<file path="src/rtl/branch_resolver_if.sv">
// Bus between the program counter and the branch resolver: fetched instruction,
// operands, and the resolved decision, link write and statistics.
`default_nettype none

interface branch_resolver_if #(
  parameter int CNT_W = 32
);
  logic [31:0]      instr;
  logic [31:0]      IP;
  logic [31:0]      rs1_data;
  logic [31:0]      rs2_data;
  logic             b_taken;
  logic [31:0]      up_amt;
  logic             link_we;
  logic [4:0]       link_rd;
  logic [31:0]      link_data;
  logic             busy;
  logic             misalign;
  logic             illegal;
  logic [CNT_W-1:0] br_count;
  logic [CNT_W-1:0] taken_count;

  modport master (
    output instr, IP, rs1_data, rs2_data,
    input  b_taken, up_amt, link_we, link_rd, link_data,
    input  busy, misalign, illegal, br_count, taken_count
  );

  modport slave (
    input  instr, IP, rs1_data, rs2_data,
    output b_taken, up_amt, link_we, link_rd, link_data,
    output busy, misalign, illegal, br_count, taken_count
  );
endinterface

`default_nettype wire

</file>
<file path="src/rtl/branch_resolver.sv">
// ---------------------------------------------------------------------------
// branch_resolver: two-cycle branch/jump decision, PC offset, link write-back
// and control-flow statistics for the program counter.
// Revision: 1.0
// ---------------------------------------------------------------------------
`default_nettype none

module branch_resolver #(
  parameter int CNT_W = 32
) (
  input wire logic           CLK,
  input wire logic           RESET,
  branch_resolver_if.slave   bus
);

  typedef enum logic [0:0] {
    IDLE    = 1'b0,
    RESOLVE = 1'b1
  } state_t;

  localparam logic [6:0] OP_BRANCH = 7'b1100011;
  localparam logic [6:0] OP_JAL    = 7'b1101111;
  localparam logic [6:0] OP_JALR   = 7'b1100111;

  state_t           state_q, state_d;
  logic             b_taken_q, b_taken_d;
  logic [31:0]      up_amt_q, up_amt_d;
  logic             link_we_q, link_we_d;
  logic [4:0]       link_rd_q, link_rd_d;
  logic [31:0]      link_data_q, link_data_d;
  logic             misalign_q, misalign_d;
  logic             illegal_q, illegal_d;
  logic [CNT_W-1:0] br_count_q, br_count_d;
  logic [CNT_W-1:0] taken_count_q, taken_count_d;

  logic [6:0]  opcode;
  logic [2:0]  funct3;
  logic [4:0]  rd;
  logic        is_branch, is_jal, is_jalr, is_cf;
  logic [31:0] imm_b, imm_j, imm_i;
  logic [31:0] jalr_target, target, offset;
  logic        br_cond, bad_f3, taken;

  assign opcode    = bus.instr[6:0];
  assign funct3    = bus.instr[14:12];
  assign rd        = bus.instr[11:7];
  assign is_branch = (opcode == OP_BRANCH);
  assign is_jal    = (opcode == OP_JAL);
  assign is_jalr   = (opcode == OP_JALR);
  assign is_cf     = is_branch | is_jal | is_jalr;

  assign imm_b = {{20{bus.instr[31]}}, bus.instr[7], bus.instr[30:25], bus.instr[11:8], 1'b0};
  assign imm_j = {{12{bus.instr[31]}}, bus.instr[19:12], bus.instr[20], bus.instr[30:21], 1'b0};
  assign imm_i = {{20{bus.instr[31]}}, bus.instr[31:20]};

  always_comb begin
    br_cond = 1'b0;
    bad_f3  = 1'b0;
    case (funct3)
      3'b000:  br_cond = (bus.rs1_data == bus.rs2_data);
      3'b001:  br_cond = (bus.rs1_data != bus.rs2_data);
      3'b100:  br_cond = ($signed(bus.rs1_data) <  $signed(bus.rs2_data));
      3'b101:  br_cond = ($signed(bus.rs1_data) >= $signed(bus.rs2_data));
      3'b110:  br_cond = (bus.rs1_data <  bus.rs2_data);
      3'b111:  br_cond = (bus.rs1_data >= bus.rs2_data);
      default: bad_f3  = 1'b1;
    endcase
  end

  // JALR offset is expressed relative to IP so the PC can always add up_amt.
  assign jalr_target = (bus.rs1_data + imm_i) & ~32'd1;
  assign taken       = (is_branch & br_cond) | is_jal | is_jalr;
  assign offset      = is_jalr ? (jalr_target - bus.IP) : (is_jal ? imm_j : imm_b);
  assign target      = is_jalr ? jalr_target : (bus.IP + offset);

  always_comb begin
    state_d       = state_q;
    b_taken_d     = b_taken_q;
    up_amt_d      = up_amt_q;
    link_we_d     = link_we_q;
    link_rd_d     = link_rd_q;
    link_data_d   = link_data_q;
    misalign_d    = misalign_q;
    illegal_d     = illegal_q;
    br_count_d    = br_count_q;
    taken_count_d = taken_count_q;
    case (state_q)
      IDLE: begin
        b_taken_d  = 1'b0;
        up_amt_d   = 32'd0;
        link_we_d  = 1'b0;
        misalign_d = 1'b0;
        illegal_d  = 1'b0;
        if (is_cf) begin
          state_d     = RESOLVE;
          b_taken_d   = taken;
          up_amt_d    = taken ? offset : 32'd0;
          link_we_d   = (is_jal | is_jalr) & (rd != 5'd0);
          link_rd_d   = rd;
          link_data_d = bus.IP + 32'd4;
          misalign_d  = taken & target[1];
          illegal_d   = is_branch & bad_f3;
          br_count_d  = br_count_q + {{(CNT_W-1){1'b0}}, 1'b1};
          if (taken) begin
            taken_count_d = taken_count_q + {{(CNT_W-1){1'b0}}, 1'b1};
          end
        end
      end
      RESOLVE: begin
        // The PC re-presents the same instruction here; it must not resolve twice.
        state_d    = IDLE;
        b_taken_d  = 1'b0;
        up_amt_d   = 32'd0;
        link_we_d  = 1'b0;
        misalign_d = 1'b0;
        illegal_d  = 1'b0;
      end
    endcase
  end

  always_ff @(posedge CLK or posedge RESET) begin
    if (RESET) begin
      state_q       <= IDLE;
      b_taken_q     <= 1'b0;
      up_amt_q      <= 32'd0;
      link_we_q     <= 1'b0;
      link_rd_q     <= 5'd0;
      link_data_q   <= 32'd0;
      misalign_q    <= 1'b0;
      illegal_q     <= 1'b0;
      br_count_q    <= '0;
      taken_count_q <= '0;
    end else begin
      state_q       <= state_d;
      b_taken_q     <= b_taken_d;
      up_amt_q      <= up_amt_d;
      link_we_q     <= link_we_d;
      link_rd_q     <= link_rd_d;
      link_data_q   <= link_data_d;
      misalign_q    <= misalign_d;
      illegal_q     <= illegal_d;
      br_count_q    <= br_count_d;
      taken_count_q <= taken_count_d;
    end
  end

  assign bus.b_taken     = b_taken_q;
  assign bus.up_amt      = up_amt_q;
  assign bus.link_we     = link_we_q;
  assign bus.link_rd     = link_rd_q;
  assign bus.link_data   = link_data_q;
  assign bus.busy        = (state_q == RESOLVE);
  assign bus.misalign    = misalign_q;
  assign bus.illegal     = illegal_q;
  assign bus.br_count    = br_count_q;
  assign bus.taken_count = taken_count_q;

endmodule

`default_nettype wire

</file>
<file path="src/flat_wrapper.sv">
// flat-port wrapper written by rule: the top's interface ports become plain ports
module branch_resolver_flat 
#(
  parameter int CNT_W = 32
)
  (CLK, RESET, bus_instr, bus_IP, bus_rs1_data, bus_rs2_data, bus_b_taken, bus_up_amt, bus_link_we, bus_link_rd, bus_link_data, bus_busy, bus_misalign, bus_illegal, bus_br_count, bus_taken_count);
  branch_resolver_if #(.CNT_W(CNT_W)) bus_i ();
  input wire logic CLK;
  input wire logic RESET;
  input wire logic [$bits(bus_i.instr)-1:0] bus_instr;
  input wire logic [$bits(bus_i.IP)-1:0] bus_IP;
  input wire logic [$bits(bus_i.rs1_data)-1:0] bus_rs1_data;
  input wire logic [$bits(bus_i.rs2_data)-1:0] bus_rs2_data;
  output wire logic [$bits(bus_i.b_taken)-1:0] bus_b_taken;
  output wire logic [$bits(bus_i.up_amt)-1:0] bus_up_amt;
  output wire logic [$bits(bus_i.link_we)-1:0] bus_link_we;
  output wire logic [$bits(bus_i.link_rd)-1:0] bus_link_rd;
  output wire logic [$bits(bus_i.link_data)-1:0] bus_link_data;
  output wire logic [$bits(bus_i.busy)-1:0] bus_busy;
  output wire logic [$bits(bus_i.misalign)-1:0] bus_misalign;
  output wire logic [$bits(bus_i.illegal)-1:0] bus_illegal;
  output wire logic [$bits(bus_i.br_count)-1:0] bus_br_count;
  output wire logic [$bits(bus_i.taken_count)-1:0] bus_taken_count;
  assign bus_i.instr = bus_instr;
  assign bus_i.IP = bus_IP;
  assign bus_i.rs1_data = bus_rs1_data;
  assign bus_i.rs2_data = bus_rs2_data;
  assign bus_b_taken = bus_i.b_taken;
  assign bus_up_amt = bus_i.up_amt;
  assign bus_link_we = bus_i.link_we;
  assign bus_link_rd = bus_i.link_rd;
  assign bus_link_data = bus_i.link_data;
  assign bus_busy = bus_i.busy;
  assign bus_misalign = bus_i.misalign;
  assign bus_illegal = bus_i.illegal;
  assign bus_br_count = bus_i.br_count;
  assign bus_taken_count = bus_i.taken_count;
  branch_resolver #(.CNT_W(CNT_W)) u_core (.CLK(CLK), .RESET(RESET), .bus(bus_i));
endmodule
</file>
<file path="config.mk">
export PLATFORM = sky130hd
export DESIGN_NAME = branch_resolver_flat
export DESIGN_NICKNAME = d
export VERILOG_FILES = /design/src/rtl/branch_resolver_if.sv /design/src/rtl/branch_resolver.sv /design/src/flat_wrapper.sv
export SDC_FILE = /design/constraint.sdc
export NUM_CORES = 1
export LEC_CHECK = 0
export ABC_AREA = 1
export BUFFER_PORTS_ARGS = -buffer_cell sky130_fd_sc_hd__buf_2
export CAP_MARGIN = 20
export CORE_ASPECT_RATIO = 1.5
export CORE_MARGIN = 4
export CORE_UTILIZATION = 35
export CTS_CLUSTER_DIAMETER = 150
export DETAILED_ROUTE_END_ITERATION = 10
export GPL_TIMING_DRIVEN = 0
export SYNTH_ARGS = -nofsm -noshare
export SYNTH_HDL_FRONTEND = slang
export SYNTH_SLANG_ARGS = --single-unit
</file>
<file path="constraint.sdc">
create_clock -name CLK -period 4.4 [get_ports CLK]
set_input_delay 0.88 -clock CLK [delete_from_list [all_inputs] [get_ports CLK]]
set_output_delay 0.88 -clock CLK [all_outputs]
set_load 0.005 [all_outputs]
</file>
==> results by group, run 1 <==
Hold path
  • Hold_sp: u_core.bus.br_count[31]
  • Worst hold path class: reg2reg
  • WHS Path Cells: 1
  • Hold Path Sink: u_core.bus.br_count[31]

Timing
  • WHS: about 0.46 ns
  • Headroom to the max-slew limit: 0.425
  • Final setup margin: about 0.16 ns
  • Pins over their slew limit: 0
  • Setup violations, final: 0
  • Max Clock Freq: 0.236 GHz
  • Worst clock skew: 0.00815 ns
  • Final period util: 0.964
  • Min Tclk post-route: 4.24 ns
  • Fin. Hold Viols: 0
  • Slew @ Worst Pin: approximately 0.86 ns

Synth
  • Synth Register Bits: 138
  • Library cells used by synthesis: 53
  • Fraction of synthesized area in multiplexers: 0
  • Synth Area in Simple Gates: 0.316
  • Syn_area_per_cell: 7.16 sq um
  • Mapped cell area: 11500 sq um
  • Yosys warning count: 0
  • Post-synthesis instance total: 1606
  • Synth Net Count: roughly 1800
  • Synth Flop Type: dfrtp_1
  • Main combinational cell family by area after synthesis: simple AND/OR/NAND/NOR gates
  • Synth Area in XOR/XNOR: 0.0701
  • Async SR Flop Fraction: 1.00
  • Post-synth EDFFs: 0
  • Sequential element share of the synthesized area: 0.300
  • Synth Area in Compound Gates: 0.127
  • Post-synthesis adder-cell area fraction: 0.107

Worst setup path
  • CP delay by family, top: compound AO/OA/AOI/OAI gates
  • Startpoint Class: primary input
  • Endpoint type of the worst setup path: flop
  • Worst Reg-to-Reg Cells: 8
  • Worst stage delay on the critical path: 0.35 ns
  • WS Path Type: in2reg
  • Buffers & Inverters on Critical Path: 3
  • Worst path required time: 4.73 ns
  • Worst-path maximum fanout: 6
  • CP Data Arrival Time: 4.57 ns
  • CP max stage cell: ha_1
  • RR Startpoint: u_core.bus.busy
  • CP Cell Sequence: buf_2, ha_1, a21oi_1, o21ai_2, a21oi_4, o21bai_2, a21oi_2, o21bai_2, a21oi_1, xnor2_1, ha_1, a21oi_2, inv_1, a31oi_1, o21ai_0, nand3b_1, a21oi_2, buf_4, o21ai_0, a21oi_1, nor2_1
  • R2r setup slk: between 1.5 and 2 ns
  • Reg2reg end: u_core.bus.link_data[23]

Die
  • Cell row count: between 80 and 90
  • Initial core utilization: 0.353
  • Core ar.: around 33000 sq um
  • Die width: 156 um
  • Ports: 268
  • Die area: between 30000 and 40000 sq um
  • Chip Height: 230 um

Drt
  • Vias per inst: approximately 5.1
  • Wirelength per Cell: 17.4 um
  • Number of routed nets with antenna violations: 0
  • DR pass1 iterations: 5
  • Post-Route WL: ~40 mm
  • DRC Markers: 0
  • Vias: 11838
  • Initial drt markers: 630

Placed design
  • Cell Area, Placed: 13400 sq um
  • Port Buffer Count: 267
  • Placer Congestion: 0.912
  • Post-Place Cells: 2291
  • DP Worst Slack: -1.01 ns
  • Post-DP HPWL: 33.9 mm

Clocking
  • Bufs on Longest Clock Path: 2
  • CTS H-tree lvls: 4
  • Clk_lat worst skew: 0.45 ns
  • Reg clk slew, reported paths: 0.06 ns
  • CTS sink count: 138
  • CTS tree: built
  • Num CTS Buffers: 17
  • CTS Hold Bufs: 0
  • Root Driver: clkbuf_16

Power
  • Leak Pwr: 7.45 nW
  • PwrDens: 326 nW/um^2
  • Worst vdd ir: ~0.00019 V

Final layout
  • Non-filler cells, final: 2333
  • Commonest non-fill, non-tap cell in the layout: nand2_1
  • Final Cell Area: 14200 sq um
  • Nets: 2127
  • Most frequent cells in the layout: 391 x nand2_1, 271 x buf_2, 196 x inv_1
  • Area Growth Syn to Fin: 23.9%
  • Final core occ: 0.438
  • Share of cells above drive strength 1: 0.212

Flow run
  • Max-cap violation count: 0

Global routing
  • Gr usage total: 0.221
  • Total grt overflow: 0
  • Vias in the first global route: about 12000
  • Global-route wire length before repair: 61.7 mm
  • Initial antenna violation count: 5
  • Largest net degree at the start of global routing: 39

Run status
  • Status: complete, no violations
per-stage QoR:
step / TNS [ns] / total power [mW]
after global placement: -10.90 / 2.86
after CTS: 0 / 4.65
after floorplan: 0 / 2.37
after detailed placement: -11.05 / 2.88
after global routing: -0.223 / 4.91
final: 0 / 4.65
worst max path at each step:
stage          slack, ns       startpoint                     to  cells past startpoint
6_report            0.16  bus_rs1_data[2]  u_core.bus.up_amt[26]                     21
5_1_grt            -0.11  bus_rs1_data[2]  u_core.bus.up_amt[26]                     21
4_1_cts            0.007  bus_rs1_data[3]  u_core.bus.up_amt[30]                     22
3_5_place_dp       -1.01  bus_rs1_data[1]  u_core.bus.up_amt[30]                     23
3_3_place_gp       -0.98  bus_rs1_data[1]  u_core.bus.up_amt[30]                     23
2_1_floorplan       0.19  bus_rs1_data[1]  u_core.bus.up_amt[28]                     23
Yosys cell counts, types with 29 or more instances:
cell / instances / share of area
o21ai_0: 83 / 0.036
nor3_1: 38 / 0.017
nand3_1: 85 / 0.037
nand2_1: 392 / 0.13
xor2_1: 58 / 0.044
xnor2_1: 34 / 0.026
nand4_1: 29 / 0.016
a21oi_1: 120 / 0.052
nor2_1: 148 / 0.048
dfrtp_1: 138 / 0.30
ha_1: 95 / 0.10
inv_1: 197 / 0.064
where the power goes:
| group | switching [mW] | internal, mW |
|---|---|---|
| clock network | 0.617 | 1.12 |
| logic | 0.914 | 0.549 |
| registers | 0.0674 | 1.37 |
| total | 1.60 | 3.05 |
state kept, by name, summed over array words and instances (netlist names):
name,flops
u_core.bus.link_data,32
u_core.bus.up_amt,32
u_core.bus.link_rd,5
u_core.bus.misalign,1
u_core.bus.busy,1
u_core.bus.b_taken,1
u_core.bus.br_count,32
u_core.bus.illegal,1
u_core.bus.taken_count,32
u_core.bus.link_we,1
what timing repair did:
| item | in CTS | in global routing |
|---|---|---|
| buffers inserted | 1 | 4 |
| resized for setup | 7 | 19 |
| pin swaps | 1 | 5 |
| endpoints found under the setup margin | 11 | 9 |
layer usage:
| metal | vias to the layer above | global-route usage | share of wire |
|---|---|---|---|
| met5 | - | 0 | 0 |
| met1 | 5517 | 0.236 | 0.38 |
| li1 | 5920 | - | - |
| met4 | 0 | 0.101 | 0.037 |
| met3 | 71 | 0.0235 | 0.038 |
| met2 | 330 | 0.425 | 0.54 |
area by class of cell:
cell class / instances / area (sq um)
Antenna cell: 5 / 12.5
Timing Repair Buffer: 275 / 1440
Tap cell: 415 / 519
Fill cell: 3406 / 18300
Sequential cell: 138 / 3450
Multi-Input combinational cell: 1245 / 7210
Buffer: 23 / 165
Inverter: 200 / 754
Clock buffer: 18 / 429
Clock inverter: 14 / 268
cells by family (layout without fill, tap and decap cells):
| family | count (synthesis) | count (layout) |
|---|---|---|
| simple gates | 791 | 791 |
| compound gates | 265 | 265 |
| buf+inv | 223 | 530 |
| flops | 138 | 138 |
| fa+ha+maj | 97 | 97 |
| xor+xnor | 92 | 92 |
| other cells | 0 | 5 |
(Power assumes the default switching activity.)
==> run 2, diff against run 1 <==
CORE_ASPECT_RATIO = 0.5   (was 1.5)
CORE_MARGIN = default   (was 4)
==> results by group, run 2 (synthesis gave the netlist of run 1 again) <==
Run status
  • Status: complete, no violations

Power
  • Leak Pwr: 7.40 nW
  • PwrDens: 304 nW/um^2
  • Worst vdd ir: approximately 0.00020 V

Worst setup path
  • CP Data Arrival Time: about 4.6 ns
  • RR Startpoint: u_core.bus.busy
  • CP max stage cell: fa_1
  • CP delay by family, top: compound AO/OA/AOI/OAI gates
  • WS Path Type: in2reg
  • Worst stage delay on the critical path: between 0.4 and 0.5 ns
  • Startpoint Class: primary input
  • CP Cell Sequence: buf_2, inv_1, fa_1, nand3b_1, nand2_2, a21oi_2, o21ai_2, a21boi_1, o21ai_1, a21oi_1, xnor2_2, ha_4, a21oi_1, inv_1, a31oi_1, o21ai_0, nand3b_1, a21oi_4, o21ai_2, nand2_1, nand2_1, nor2_1, nor2_1
  • Buffers & Inverters on Critical Path: 3
  • Endpoint type of the worst setup path: flop
  • Worst-path maximum fanout: 4
  • Worst Setup SP: bus_rs1_data[1]
  • Worst path required time: 4.73 ns

Die
  • Core ar.: 32000 sq um
  • Chip Height: 130 um
  • Ports: about 270
  • Cell row count: 46
  • Die area: 33600 sq um
  • Initial core utilization: 0.359
  • Die width: 258 um

Placed design
  • Port Buffer Count: 267
  • Placer Congestion: 0.938
  • DP Worst Slack: -0.929 ns
  • Post-DP HPWL: 30.6 mm

Hold path
  • Worst hold path class: reg2reg
  • Hold_sp: u_core.bus.br_count[31]

Global routing
  • Largest net degree at the start of global routing: 41
  • Gr usage total: 0.219
  • Total grt overflow: 0
  • Vias in the first global route: 10853
  • Global-route wire length before repair: 57.4 mm
  • Initial antenna violation count: 3

Timing
  • Final setup margin: 0.176 ns
  • Worst clock skew: 0.0104 ns
  • Pins over their slew limit: 0
  • Slew @ Worst Pin: 0.776 ns
  • RSZ-0062 raised after global routing: true
  • Headroom to the max-slew limit: 0.481
  • Fin Setup TNS: 0 ns
  • Final period util: 0.960
  • Setup violations, final: 0
  • Fin. Hold Viols: 0
  • Min Tclk post-route: 4.22 ns
  • Max Clock Freq: 0.237 GHz

Clocking
  • Root Driver: clkbuf_16
  • Num CTS Buffers: 17
  • Clk_lat worst skew: 0.44 ns
  • CTS Hold Bufs: 0
  • CTS tree: built
  • Bufs on Longest Clock Path: 2
  • CTS H-tree lvls: 4
  • Reg clk slew, reported paths: 0.06 ns
  • CTS sink count: 138

Final layout
  • Most frequent cells in the layout: 391 x nand2_1, 271 x buf_2, 196 x inv_1
  • Area Growth Syn to Fin: 23.4%
  • Commonest non-fill, non-tap cell in the layout: nand2_1
  • Share of cells above drive strength 1: 0.214
  • Nets: 2125

Drt
  • Post-Route WL: 37.2 mm
  • DRC Markers: 0
  • Number of routed nets with antenna violations: 0
  • Wirelength per Cell: ~16 um
  • DR pass1 iterations: 5
  • Vias per inst: 4.93
  • Initial drt markers: a little over 900
  • Vias: 11565

Flow run
  • Max-cap violation count: 0
==> run 2: cell count changes in the layout (fill, tap and decap cells not counted), moves of 3 or more <==
cell       previous run  this run
xor2_2                0         3
clkinv_2              0         3
bufinv_16             7         1
ha_1                 95        92
buf_4                 7         4
clkbuf_8              3         6
xor2_1               58        55
==> run 2: per-layer routing <==
| layer | up-vias | wire length (um) | part of all wire | track usage |
|---|---|---|---|---|
| met2 | 238 | 18000 | 0.48 | 0.377 |
| met3 | 36 | 1420 | 0.038 | 0.0245 |
| met4 | 0 | 618 | 0.017 | 0.0606 |
| met5 | - | 0 | 0 | 0 |
| li1 | 5928 | - | - | - |
| met1 | 5363 | 17100 | 0.46 | 0.293 |
==> run 2: final cells by class <==
class / count / area [sq um]
Multi-Input combinational cell: 1245 / 7280
Buffer: 23 / 165
Clock buffer: 22 / 474
Tap cell: 432 / 541
Fill cell: 3389 / 17800
Timing Repair Buffer: 273 / 1420
Clock inverter: 10 / 92.6
Antenna cell: 3 / 7.51
Inverter: 200 / 754
Sequential cell: 138 / 3450
==> run 2: worst reg2reg max path: cells and delay by family, from the launching register on <==
kind,cells,cell delay [ns]
buf+inv,4,1.45
simple gates,4,0.63
flops,1,0.46
==> run 2: through the flow <==
stage / std cells / utilization / hold WS, ns / power, mW / area, sq um
floorplan: 1606 / - / 0.465 / 2.37 / 11500
global placement: 2305 / 0.418 / 0.454 / 2.84 / 13400
detailed placement: 2308 / 0.420 / 0.458 / 2.85 / 13400
CTS: 2340 / 0.438 / 0.467 / 4.29 / 14000
global route: 2346 / 0.443 / 0.483 / 4.59 / 14200
finish: 2346 / 0.443 / 0.465 / 4.31 / 14200
==> run 2: worst paths after layout <==
kind                                              end  depth (start not counted)  slack, ns
max reg2reg                  u_core.bus.link_data[21]                          8       1.79
min                           u_core.bus.br_count[31]                          1       0.46
min in group asynchronous  u_core.bus.taken_count[18]                          2       0.58
max in group asynchronous       u_core.bus.up_amt[31]                          4       2.92
min reg2reg                   u_core.bus.br_count[31]                          1       0.46
max                             u_core.bus.up_amt[30]                         23       0.18
==> run 2: power breakdown <==
part,switching (mW),internal (mW)
logic,0.888,0.554
registers,0.0778,1.37
clock network,0.598,0.822
==> run 2: repair_timing <==
| action | CTS | global route |
|---|---|---|
| endpoints found under the setup margin | 11 | 10 |
| pin swaps | 0 | 9 |
| buffers inserted | 0 | 3 |
| resized for setup | 7 | 28 |
